$ cat config.mk
export PLATFORM = sky130hd
export DESIGN_NAME = beep_synth_flat
export DESIGN_NICKNAME = d
export VERILOG_FILES = /design/src/rtl/beep_pkg.sv /design/src/rtl/beep_synth_if.sv /design/src/rtl/note_period_lut.sv /design/src/rtl/beep_synth.sv /design/src/flat_wrapper.sv
export SDC_FILE = /design/constraint.sdc
export NUM_CORES = 1
export LEC_CHECK = 0
export CAP_MARGIN = 20
export CORE_ASPECT_RATIO = 0.75
export CORE_MARGIN = 2
export CORE_UTILIZATION = 55
export DETAILED_ROUTE_END_ITERATION = 8
export HOLD_SLACK_MARGIN = 0.08
export PLACE_DENSITY = 0.75
export SLEW_MARGIN = 25
export SYNTH_ARGS = -nofsm -noshare
export SYNTH_HDL_FRONTEND = slang
export SYNTH_SLANG_ARGS = --single-unit
$ cat constraint.sdc
create_clock -name sysclk -period 9.4 [get_ports sysclk]
set_input_delay 1.88 -clock sysclk [delete_from_list [all_inputs] [get_ports sysclk]]
set_output_delay 1.88 -clock sysclk [all_outputs]
set_load 0.005 [all_outputs]
$ cat src/rtl/beep_pkg.sv
// Shared definitions for the beep synthesiser: FSM encoding, note table constants
// and the constant function that turns a tone frequency into a clock-cycle period.
package beep_pkg;

    typedef enum logic [1:0] {
        ST_IDLE = 2'd0,
        ST_LOAD = 2'd1,
        ST_PLAY = 2'd2
    } state_t;

    // Low-octave frequencies in Hz for degrees 1..7 (C D E F G A B).
    localparam int unsigned BASE_HZ [7] = '{262, 294, 330, 349, 392, 440, 494};

    localparam logic [2:0] OCT_LOW  = 3'b001;
    localparam logic [2:0] OCT_MID  = 3'b010;
    localparam logic [2:0] OCT_HIGH = 3'b100;
    localparam logic [2:0] DEG_REST = 3'd0;

    function automatic int unsigned period_of(input int unsigned clk_hz,
                                              input int unsigned freq_hz);
        return (freq_hz == 0) ? 0 : clk_hz / freq_hz;
    endfunction

endpackage

$ cat src/rtl/beep_synth_if.sv
// Note request / buzzer status bundle between a note sequencer and beep_synth.
interface beep_synth_if #(
    parameter int DUR_W = 16
) ();
    logic             note_vld;
    logic             note_rdy;
    logic [5:0]       note_code;
    logic [DUR_W-1:0] note_dur;
    logic [3:0]       volume;
    logic             stop;
    logic             beep;
    logic             busy;
    logic             note_done;

    modport master (
        output note_vld, note_code, note_dur, volume, stop,
        input  note_rdy, beep, busy, note_done
    );

    modport slave (
        input  note_vld, note_code, note_dur, volume, stop,
        output note_rdy, beep, busy, note_done
    );
endinterface

$ cat src/rtl/note_period_lut.sv
// Maps a note code to its tone period in clock cycles; every entry is an
// elaboration-time constant, so no run-time divider is built.
module note_period_lut
    import beep_pkg::*;
#(
    parameter int CLK_HZ = 50_000_000,
    parameter int CNT_W  = 18
) (
    input  logic [5:0]       note_code,
    output logic [CNT_W-1:0] period
);

    logic [CNT_W-1:0] tbl [3][8];
    logic [2:0]       degree;

    assign degree = note_code[2:0];

    for (genvar o = 0; o < 3; o++) begin : g_oct
        assign tbl[o][DEG_REST] = '0;
        for (genvar d = 1; d < 8; d++) begin : g_deg
            assign tbl[o][d] = CNT_W'(period_of(CLK_HZ, BASE_HZ[d-1] << o));
        end
    end

    // Anything that is not a clean one-hot octave plays as a rest.
    always_comb begin
        period = '0;
        case (note_code[5:3])
            OCT_LOW:  period = tbl[0][degree];
            OCT_MID:  period = tbl[1][degree];
            OCT_HIGH: period = tbl[2][degree];
            default:  period = '0;
        endcase
    end

endmodule

$ cat src/rtl/beep_synth.sv
// Square-wave buzzer driver: plays one note at a time with volume set as duty
// cycle, times its length in milliseconds and reports natural completion.
module beep_synth
    import beep_pkg::*;
#(
    parameter int CLK_HZ  = 50_000_000,
    parameter int CNT_W   = 18,
    parameter int DUR_W   = 16,
    parameter int VOL_MAX = 10
) (
    input  logic         sysclk,
    input  logic         rst_n,
    beep_synth_if.slave  bus
);

    localparam int MS_CYC = CLK_HZ / 1000;
    localparam int PRE_W  = (MS_CYC > 1) ? $clog2(MS_CYC) : 1;
    localparam logic [PRE_W-1:0] PRE_LAST = PRE_W'(MS_CYC - 1);
    localparam int PROD_W = CNT_W + 4;

    if (longint'(CLK_HZ / 262) >= (longint'(1) << CNT_W)) begin : g_cnt_w_check
        $error("beep_synth: CNT_W=%0d cannot hold CLK_HZ/262", CNT_W);
    end

    state_t state_q, state_d;

    logic [5:0]       code_q;
    logic [DUR_W-1:0] dur_q;
    logic [3:0]       vol_q;
    logic [CNT_W-1:0] period_q;
    logic [CNT_W-1:0] high_len_q;
    logic [CNT_W-1:0] cnt_q;
    logic [PRE_W-1:0] pre_q;
    logic [DUR_W-1:0] dur_cnt_q;
    logic             beep_q;
    logic             done_q;

    logic [CNT_W-1:0]  lut_period;
    logic [PROD_W-1:0] high_prod;
    logic [CNT_W-1:0]  high_len_d;
    logic [3:0]        vol_clamped;
    logic              accept;
    logic              ms_tick;
    logic              dur_last;
    logic              note_end;

    note_period_lut #(
        .CLK_HZ (CLK_HZ),
        .CNT_W  (CNT_W)
    ) u_lut (
        .note_code (code_q),
        .period    (lut_period)
    );

    assign vol_clamped = (bus.volume > 4'(VOL_MAX)) ? 4'(VOL_MAX) : bus.volume;
    assign accept      = (state_q == ST_IDLE) && bus.note_vld;
    assign high_prod   = PROD_W'(lut_period >> 1) * PROD_W'(vol_q);
    assign high_len_d  = CNT_W'(high_prod / PROD_W'(VOL_MAX));
    assign ms_tick     = (pre_q == PRE_LAST);
    assign dur_last    = (dur_cnt_q == dur_q - 1'b1);
    // A stop in the final millisecond takes priority over completion.
    assign note_end    = (state_q == ST_PLAY) && ms_tick && dur_last && !bus.stop;

    // NOTE: flops use non-blocking assignments so every register samples pre-edge values.
    always_ff @(posedge sysclk) begin
        if (!rst_n) state_q <= ST_IDLE;
        else        state_q <= state_d;
    end

    // NOTE: the default assignment first keeps this combinational block latch-free.
    always_comb begin
        state_d = state_q;
        case (state_q)
            ST_IDLE: if (bus.note_vld)          state_d = ST_LOAD;
            ST_LOAD: state_d = bus.stop ? ST_IDLE : ST_PLAY;
            ST_PLAY: if (bus.stop || note_end)  state_d = ST_IDLE;
            default: state_d = ST_IDLE;
        endcase
    end

    always_comb begin
        bus.note_rdy = (state_q == ST_IDLE);
        bus.busy     = (state_q == ST_LOAD) || (state_q == ST_PLAY);
    end

    always_ff @(posedge sysclk) begin
        if (!rst_n) begin
            code_q     <= '0;
            dur_q      <= '0;
            vol_q      <= '0;
            period_q   <= '0;
            high_len_q <= '0;
            cnt_q      <= '0;
            pre_q      <= '0;
            dur_cnt_q  <= '0;
            beep_q     <= 1'b0;
            done_q     <= 1'b0;
        end else begin
            if (accept) begin
                code_q <= bus.note_code;
                dur_q  <= (bus.note_dur == '0) ? DUR_W'(1) : bus.note_dur;
                vol_q  <= vol_clamped;
            end
            if (state_q == ST_LOAD) begin
                period_q   <= lut_period;
                high_len_q <= high_len_d;
            end
            // Counters only run in PLAY, so LOAD always hands PLAY a zeroed set.
            if (state_q == ST_PLAY) begin
                cnt_q <= (period_q == '0 || cnt_q == period_q - 1'b1) ? '0 : cnt_q + 1'b1;
                pre_q <= ms_tick ? '0 : pre_q + 1'b1;
                if (ms_tick) dur_cnt_q <= dur_cnt_q + 1'b1;
            end else begin
                cnt_q     <= '0;
                pre_q     <= '0;
                dur_cnt_q <= '0;
            end
            beep_q <= (state_q == ST_PLAY) && !bus.stop && (period_q != '0) &&
                      (cnt_q < high_len_q);
            done_q <= note_end;
        end
    end

    assign bus.beep      = beep_q;
    assign bus.note_done = done_q;

endmodule

$ cat src/flat_wrapper.sv
// flat-port wrapper written by rule: the top's interface ports become plain ports
module beep_synth_flat import beep_pkg::*;
#(
    parameter int CLK_HZ  = 50_000_000,
    parameter int CNT_W   = 18,
    parameter int DUR_W   = 16,
    parameter int VOL_MAX = 10
)
  (sysclk, rst_n, bus_note_vld, bus_note_code, bus_note_dur, bus_volume, bus_stop, bus_note_rdy, bus_beep, bus_busy, bus_note_done);
  beep_synth_if #(.DUR_W(DUR_W)) bus_i ();
  input  logic sysclk;
  input  logic rst_n;
  input wire logic [$bits(bus_i.note_vld)-1:0] bus_note_vld;
  input wire logic [$bits(bus_i.note_code)-1:0] bus_note_code;
  input wire logic [$bits(bus_i.note_dur)-1:0] bus_note_dur;
  input wire logic [$bits(bus_i.volume)-1:0] bus_volume;
  input wire logic [$bits(bus_i.stop)-1:0] bus_stop;
  output wire logic [$bits(bus_i.note_rdy)-1:0] bus_note_rdy;
  output wire logic [$bits(bus_i.beep)-1:0] bus_beep;
  output wire logic [$bits(bus_i.busy)-1:0] bus_busy;
  output wire logic [$bits(bus_i.note_done)-1:0] bus_note_done;
  assign bus_i.note_vld = bus_note_vld;
  assign bus_i.note_code = bus_note_code;
  assign bus_i.note_dur = bus_note_dur;
  assign bus_i.volume = bus_volume;
  assign bus_i.stop = bus_stop;
  assign bus_note_rdy = bus_i.note_rdy;
  assign bus_beep = bus_i.beep;
  assign bus_busy = bus_i.busy;
  assign bus_note_done = bus_i.note_done;
  beep_synth #(.CLK_HZ(CLK_HZ), .CNT_W(CNT_W), .DUR_W(DUR_W), .VOL_MAX(VOL_MAX)) u_core (.sysclk(sysclk), .rst_n(rst_n), .bus(bus_i));
endmodule
======== Yosys cells after proc, flatten, opt, wreduce, memory -nomap -nowiden ========
Memories as Yosys holds them, arrays and structs flattened.
Index checks and enable logic that the tools add are counted.
cells by class
  add/subtract/negate cells ............... 5
  multipliers ............................. 1
  divide/modulo/power cells ............... 1
  $lt $le $gt $ge ......................... 3
  equality and inequality tests ........... 10
  multiplexer cells ....................... 13
  bitwise gates (word level) .............. 3
  reduce and logical (&&, ||, !) cells .... 19
operators by type and width
  operator                 count
  $mux W18                 6
  $pmux W18 S3             1
  $add A16 B1 Y16 const B  2
  $div A22 B4 Y22 const B  1
  $mul A17 B4 Y21          1
  $add A18 B1 Y18 const B  1
  $eq A18 B18 Y1           1
  $logic_not A18 Y1        1
  $lt A18 B18 Y1           1
  $reduce_bool A18 Y1      1
  $sub A18 B1 Y18 const B  1
  $eq A16 B16 Y1           1
  $eq A16 B16 Y1 const B   1
  $logic_not A16 Y1        1
  $mux W16                 1
  $sub A16 B1 Y16 const B  1
  $logic_and A1 B1 Y1      7
  $mux W2                  3
  $pmux W2 S3              1
  $reduce_or A3 Y1         2
  $ge A4 B4 Y1 const B     1
  $gt A4 B4 Y1 const B     1
  $mux W4                  1
  $ne A2 B2 Y1 const B     2
  11 further kinds         15
word-level totals
  bits in registers ....................... 116
  memory bits (read-only) ................. 432
  output and inout bits ................... 4
  memories ................................ 3
memories
  name              depth  bits a word  rd ports  clocked after memory_dff  write ports  RTL line               source
  (name not given)  8      18           1         0                         0            note_period_lut.sv:31  OCT_HIGH: period = tbl[2][degree];
  (name not given)  8      18           1         0                         0            note_period_lut.sv:30  OCT_MID: period = tbl[1][degree];
  (name not given)  8      18           1         0                         0            note_period_lut.sv:29  OCT_LOW: period = tbl[0][degree];

======== Longest topological paths before layout ========
Gate-level depths: netlist (run 1).
  word-level depth ........................ 7
  gate-level depth with buffers ........... 45
  depth with buffers taken out ............ 40

======== Cells and area by module ========
Synthesis (run 1) repeated with hierarchy kept, for this count alone.
unflattened totals
  cells, all modules ...................... 1569
  area total of the unflattened synthesis .. 12022.8 µm²
modules (own cells, without submodules)
  module           times used  cells each  area an instance (µm²)  seq. area each (µm²)
  beep_synth       1           1449        11227.0                 2322.2
  note_period_lut  1           120         795.8                   0.0

======== Least setup slack after synthesis (run 1) ========
No wires, ideal clock.
  path kind ............................... register to register
  start ................................... reg u_core.code_q[1]
  end ..................................... reg u_core.high_len_q[0]
  setup time .............................. 122 ps
  arrival time ............................ 10060 ps
  setup slack ............................. -782 ps
  cell stages (with the launch flop) ...... 46
  buffers on the path ..................... 5
  clock period less this slack ............ 10182 ps
  cells stage by stage .................... dfxtp_1 inv_1 ha_1 inv_1 nor2_1 nor2_1 inv_1 a21oi_1 a2111oi_0 nor2b_1 fa_1 inv_1 fa_1 inv_1 ha_1 buf_2 o211ai_1 a21oi_2 (+10 left out) o211ai_1 a221o_1 or2_0 buf_2 and2_4 buf_6 a21oi_4 o22ai_2 a32oi_1 a21boi_1 buf_4 nor2_2 a211o_2 o2111ai_1 a22oi_2 nand2_1 maj3_1 a311o_1
on the way
  longest elaborated chain between the ends .. 7
  elaborated cells between the ends (all ways) .. 13
  those cells by class .................... 1 x mul; 1 x div; 7 x mux; 1 x bitwise; 3 x memory
RTL lines
  element                                          RTL line                                                             source
  start: declaration                               beep_synth.sv:27                                                     logic [5:0] code_q;
  start signal: assignment                         beep_synth.sv:100                                                    code_q <= bus.note_code;
  $not A3 Y4 (not written as such) (*)             note_period_lut.sv:29, note_period_lut.sv:30, note_period_lut.sv:31
  $mem_v2 Z8 W18, on equally long branches         --
  $mux W18, on equally long branches (2 in a row)  note_period_lut.sv:31, note_period_lut.sv:29, note_period_lut.sv:30
  $pmux W18 S3 (*)                                 note_period_lut.sv:28                                                case (note_code[5:3])
  $mul A17 B4 Y21 (*)                              beep_synth.sv:57                                                     assign high_prod = PROD_W'(lut_period >> 1) * PROD_W'(vol_q);
  $div A22 B4 Y22 (*)                              beep_synth.sv:58                                                     assign high_len_d = CNT_W'(high_prod / PROD_W'(VOL_MAX));
  end signal: assignment                           beep_synth.sv:106                                                    high_len_q <= high_len_d;
  end: declaration                                 beep_synth.sv:31                                                     logic [CNT_W-1:0] high_len_q;
Every way passes the cells marked *; elsewhere a longest branch is shown, timed or not. The select of a mux whose other input is x is not followed.
A chain may end at the register's enable or synchronous reset.

======== Final worst setup path (run 1) ========
  start ................................... reg u_core.code_q[0]
  end ..................................... reg u_core.high_len_q[0]
The elaborated chain is that of the path after synthesis.

==> results.md, run 1 <==
* Number of global-route vias before repair at approximately 13000
* Clk slew on worst S/H paths at about 60 ps
* Worst path required time at 9710 ps
* R2r worst-path depth at 44
* Drt initial violations at between 1500 and 2000
* Mapped Nets at 1702
* Grt ovf at 0
* Layout filler cell count at roughly 1400
* Post-synth EDFFs at 0
* Tmin final at between 10000 and 15000 ps
* Vias/cell at approximately 6.3
* Die area at 22560 sq um
* Final setup violation count at 3
* CTS root buf: clkbuf_16
* Layout cells sized above 1 at between 30% and 40%
* Synth Area in Compound Gates at 25.89%
* Largest stage delay, worst path at 540 ps
* Most Frequent Cell on Critical Path: buf_4
* Met1 Usage GRT at 48.51%
* Area leader, netlist: dfxtp_1
* Max-cap viol count at 0
* Critical Path Sink Type: flop
* Final setup TNS at -1512 ps
* Core area at 21070 sq um
* Hold_ws at 461.5 ps
* Router iterations before antenna repair at 9
* Cell area after synthesis at 11750 sq um
* Residual DRC count at 1
* Detail Placement HPWL at approximately 27000 um
* Least-Margin Pin Slew at 953.5 ps
* Initial Util at 55.78%
* Slew margin rel. at 35.85%
* WHS Path Cells at 1
* Total wire length at between 40000 and 50000 um
* Top post-synthesis cells by area: dfxtp_1 20%, ha_1 6.1%, nor2_1 5.7%
* WP data arrival at 10370 ps
* Die W at 172.8 um
* CTS Buf Count at 17
* Worst Skew at 12.99 ps
* Clock H-tree levels at 4
* Yosys top cell area share at approximately a fifth
* Port Buffer Count at 33
* Syn Inst Count at 1585
* Crit-path max FO at 7
* Post-layout util at 78.91%
* Yosys cell types at ~110
* Post-synthesis simple-gate area fraction at 26.75%
* Via count at 13760
* Syn_area_per_cell at roughly 7.4 sq um
* Clk sink count at 116
* Commonest non-fill, non-tap cell in the layout: buf_4
* Max-slew violations at 0
* Yosys warns at 0
* Worst path slowest cell: a222oi_1
* Highest-count cells in the layout ignoring fill and taps: 325 x buf_4, 165 x nor2_1, 149 x nand2_1
* Largest family of logic cells by synthesized area: simple AND/OR/NAND/NOR gates
* Dpl ws at -688.9 ps
* Nets@finish at 2012
* Power per standard cell area at 126.4 nW/um^2
* Worst setup SP type: flop
* Kind of critical path: flop to flop
* Final worst-path cycle share at 107.0%
* Status: finished, violations left
* Final WS setup at -656.6 ps
* Xor/xnor cell area share of the yosys netlist at 8.476%
* Initial antenna violation count at 0
* Clock Latency Late Sink at 420 ps
* Wire per inst at 18.87 um
* Multiplexer area fraction after synthesis at under 10%
* Io pins at 34
* Adder-cell share of the synthesized area at a little under an eighth
* First-pass GRT wire length at 64350 um
* Largest net degree at the start of global routing at 57
* Busiest layer in global routing: met2
* Failing checks: DRC, setup timing
* GRT Util Overall at 34.52%
* Ant. Diodes at 0
* Hold Buf Count CTS at 0
* Core Rows at 46
* Fmax at 0.09944 GHz
* Synth async-reset ratio at 0%
* Yosys reg bits at between 100 and 150
* RSZ-0062 raised after global routing: yes
* M2 GR Usage at 56.32%
* Maximum vdd drop at 0.1113 mV
* Ys flop type: dfxtp_1
* CTS tree: built
* Clock buffer depth at 2
* Met3 usage at 5.035%
* Post-DRT Antenna Nets at 0
* Leak pwr at about 6.6 nW
* Seq/Total Area, Yosys at about 20%
* R2r setup slk at -660 ps
* Final Hold Vio Count at 0
* Final Wtd Congestion at 0.9706
* Area growth syn-to-layout at 41.48%
* Die Ht at 130.6 um
* Hold WC Path Type: flop to flop
==> layout make-up <==
class | instances | area [sq um] | area share (%)
flip-flops and latches | 116 | 2340 | 14.07
inverters | 77 | 301.5 | 1.814
clock buffers | 18 | 429.2 | 2.582
clock inverters | 14 | 176.4 | 1.061
repair buffers | 373 | 2952 | 17.76
well taps | 288 | 360.3 | 2.168
multi-input cells | 1310 | 10060 | 60.55
==> routing by layer <==
layer	vias to the layer above	wire [um]
met5	-	0
met1	6529	18050
met4	0	1022
li1	6336	-
met2	786	18730
met3	104	3633
==> kinds of logic (layout without fill, tap and decap cells) <==
| group | count (synthesis) | after routing |
|---|---|---|
| simple gates | 646 | 646 |
| flops | 116 | 116 |
| compound gates | 437 | 437 |
| mux | 23 | 23 |
| buf+inv | 159 | 482 |
| fa+ha+maj | 92 | 92 |
| xor+xnor | 112 | 112 |
==> synth_stat cells, drive strengths merged (6+ instances only) <==
master and instances:
or2 6, a2111oi 7, nand3 57, nor2 182, xnor2 55, dfxtp 116, a22oi 10, a21oi 125
nor2b 54, o211ai 26, nor4 18, nor3b 6, nor3 47, a211oi 40, ha 57, a21o 15
o21ai 77, nand2 160, nand2b 25, a311oi 10, a31oi 12, fa 30, o21a 11, o22ai 15
and2 25, nand4 20, or3 13, inv 77, and3 16, xor2 57, mux2i 20, clkbuf 54
buf 28, a221oi 11
==> worst max-delay path: cells and delay by family, from the launching register on <==
family	cells	cell delay, ps
mux	2	640
fa+ha+maj	4	1560
flops	1	380
buf+inv	10	1560
compound gates	19	4270
simple gates	9	1530
==> state kept, by name (all words and copies together) (netlist names) <==
| signal | cells |
|---|---|
| u_core.dur_cnt_q | 16 |
| u_core.pre_q | 16 |
| u_core.period_q | 18 |
| u_core.vol_q | 4 |
| u_core.code_q | 6 |
| u_core.bus.beep | 1 |
| u_core.high_len_q | 18 |
| u_core.bus.note_done | 1 |
| u_core.state_q | 2 |
| u_core.dur_q | 16 |
| u_core.cnt_q | 18 |
==> power by group <==
group          internal, mW  switching (mW)
logic                 0.417           0.452
registers             0.516          0.0336
clock network         0.420           0.262
total                  1.35           0.748
==> path summary, 6_finish.rpt <==
kind | from | to
max reg2reg | u_core.code_q[0] | u_core.high_len_q[0]
max | u_core.code_q[0] | u_core.high_len_q[0]
min reg2reg | u_core.pre_q[0] | u_core.pre_q[0]
min | u_core.pre_q[0] | u_core.pre_q[0]
==> through the flow <==
| step | total power, mW | instances | instance area [sq um] |
|---|---|---|---|
| global route | 2.179 | 2196 | 16620 |
| floorplan | 0.9942 | 1585 | 11900 |
| global placement | 1.231 | 2102 | 14330 |
| detailed placement | 1.250 | 2102 | 14330 |
| CTS | 2.008 | 2181 | 16180 |
| finish | 2.100 | 2196 | 16620 |
==> what timing repair did <==
| item | CTS | global route |
|---|---|---|
| pin swaps | 84 | 29 |
| resized for setup | 183 | 70 |
| endpoints found under the setup margin | 4 | 5 |
| hold endpoints to repair | 0 | 0 |
| buffers inserted | 47 | 16 |
| cloned | 1 | 0 |
Power figures use the tool's default switching activity.
==> run 2, diff against run 1 <==
CAP_MARGIN = unset   (was 20)
CELL_PAD_IN_SITES_DETAIL_PLACEMENT = 0   (was unset)
CELL_PAD_IN_SITES_GLOBAL_PLACEMENT = 1   (was unset)
CORE_UTILIZATION = 43   (was 55)
PLACE_DENSITY = unset   (was 0.75)
PLACE_DENSITY_LB_ADDON = 0.1   (was unset)
==> run 2 against run 1 <==
The flow finishes with violations (setup timing); first-iteration DRC count is 49% lower; wire length fell by 4.6%; critical path depth is 20 higher; non-clock buffer count up 64; final cell count is 5.7% higher; global-route usage down 6.9 points; sequential power down 0.7%; sequential share of layout area down 0.61 points; clock-buffer cell count increased by 2; flip-flop and latch count unchanged; via count down 4.1%; die area increased by 27%; critical path type unchanged; largest power group unchanged.
==> results.md, run 2 (synthesized netlist as in run 1, its figures left out) <==
* Metal2 WL at between 15000 and 20000 um
* Worst Skew at 20.50 ps
* Die Ht at 147.2 um
* Final WS setup at -629.9 ps
* First-pass GRT wire length at 64870 um
* Area growth syn-to-layout at 47.69%
* Highest-count cells in the layout ignoring fill and taps: 382 x buf_4, 161 x nor2_1, 151 x nand2_1
* Crit-path max FO at 12
* Die W at between 150 and 200 um
* Port Buffer Count at 33
* CTS root buf: clkbuf_16
* Layout cells sized above 1 at 34.50%
* Met3 wire length at 2191 um
* Clock buffer depth at 2
* Post-DRT Antenna Nets at 0
* Highest layer used for signal routing: met4
* Nets@finish at between 2000 and 2500
* Ant. Diodes at 0
* Grt ovf at 0
* Post-layout util at 64.43%
* Top flop regs: u_core.cnt_q (18), u_core.high_len_q (18), u_core.period_q (18)
* RSZ-0062 raised after global routing: yes
* Core Rows at 52
* Worst path required time at approximately 9800 ps
* Total wire length at 39520 um
* Wire per inst at 17.02 um
* Largest net degree at the start of global routing at 57
* Final setup violation count at 4
* CTS Buf Count at 17
* Max-cap viol count at 0
* Tmin final at 10030 ps
* Power per standard cell area at around 120 nW/um^2
* Residual DRC count at 0
* Core area at ~27000 sq um
* Detail Placement HPWL at 28060 um
* Clk slew on worst S/H paths at roughly 60 ps
* Number of global-route vias before repair at 12400
* Clock H-tree levels at 4
* Least-Margin Pin Slew at 939.6 ps
* Drt initial violations at 814
* Failing checks: setup timing
* GRT Util Overall at 27.66%
* Fmax at 0.09970 GHz
* Worst setup SP type: flop
* Setup crit start: u_core.code_q[1]
* Leak pwr at roughly 7.0 nW
* Kind of critical path: flop to flop
* Die area at 28680 sq um
* Final Wtd Congestion at 0.9442
* Power Total at 2.108 mW
* Io pins at 34
* Final Hold Vio Count at 0
* Status: finished, violations left
* Initial antenna violation count at 0
* WP data arrival at 10390 ps
* Router iterations before antenna repair at 6
* Via count at 13200
* CTS tree: built
* Worst path slowest cell: fa_1
* R2r worst-path depth at 64
* Wire length on met1 at about 20000 um
* R2r setup slk at -630 ps
* Hold Buf Count CTS at 0
* Slew margin rel. at 36.78%
* Most Frequent Cell on Critical Path: buf_4
* Post-Place Cells at 2166
* FF-to-FF Start: u_core.code_q[1]
* R2R Path End: u_core.high_len_q[15]
* Largest stage delay, worst path at 530 ps
* Commonest non-fill, non-tap cell in the layout: buf_4
* Initial Util at 43.62%
* Clock Latency Late Sink at 420 ps
* Maximum vdd drop at 0.1203 mV
* Hold WC Path Type: flop to flop
* Vias/cell at 5.683
* Post-Layout Cell Count at 2322
* Final worst-path cycle share at 106.7%
* Clk sink count at 116
* Worst Setup EP: u_core.high_len_q[15]
* Max-slew violations at 0
* Critical Path Sink Type: flop
[run 2: cell count changes in the layout (fill, tap and decap cells not counted), sizes merged]
cell    change
buf        +63
clkbuf      +3
clkinv      -3
bufinv      +1
inv         -1
[run 2: through the flow]
step	worst slack (ps)	area, sq um	hold slack (ps)	setup TNS, ps
6_report	-629.9	17350	460.0	-1601
5_1_grt	-951.2	17350	488.5	-4048
4_1_cts	-100.1	17070	462.9	-146.0
3_5_place_dp	-917.1	14420	449.2	-2863
3_3_place_gp	-878.3	14410	445.3	-2756
2_1_floorplan	4.315	11900	430.0	0
[run 2: final cells by class]
class / instances / area, sq um
Clock buffer: 20 / 466.7
Clock inverter: 11 / 175.2
Fill cell: 2317 / 9582
Inverter: 77 / 301.5
Multi-Input combinational cell: 1310 / 10150
Sequential cell: 116 / 2336
Tap cell: 351 / 439.2
Timing Repair Buffer: 437 / 3490
[run 2: routing by layer]
layer | vias to the layer above | global-route usage, %
met5 | - | 0
met4 | 0 | 5.916
met3 | 51 | 4.614
met2 | 402 | 41.16
met1 | 6276 | 41.69
li1 | 6467 | -
[run 2: worst max-delay path, delay by kind of cell (launching register included)]
kind,cells,cell delay [ps]
XOR/XNOR,1,210
AO/OA/AOI/OAI,4,780
AND/OR/NAND/NOR,6,790
adder cells (fa/ha/maj),4,1560
multiplexers,2,420
buffers and inverters,47,5850
flip-flops,1,360
[run 2: where the power goes]
part	internal [mW]	switching [mW]	leakage (nW)	total [mW]
Clock	0.465	0.246	0.309	0.710
Combinational	0.422	0.429	5.72	0.851
Sequential	0.516	0.0300	0.946	0.546
Total	1.40	0.705	6.97	2.11
[run 2: worst min-delay path by stage]
stage,slack (ps),cells past startpoint,from,to
detailed placement,450,1,u_core.pre_q[0],u_core.pre_q[0]
finish,460,1,u_core.pre_q[0],u_core.pre_q[0]
floorplan,430,1,u_core.pre_q[0],u_core.pre_q[0]
CTS,460,1,u_core.pre_q[0],u_core.pre_q[0]
global route,490,2,u_core.dur_q[15],u_core.dur_q[15]
global placement,450,1,u_core.pre_q[0],u_core.pre_q[0]
[run 2: what timing repair did]
| item | 4_1_cts | 5_1_grt |
|---|---|---|
| gates resized for setup | 244 | 27 |
| pin swaps | 95 | 42 |
| cloned | 1 | 1 |
| setup endpoints to repair | 5 | 6 |
| buffers inserted | 112 | 16 |
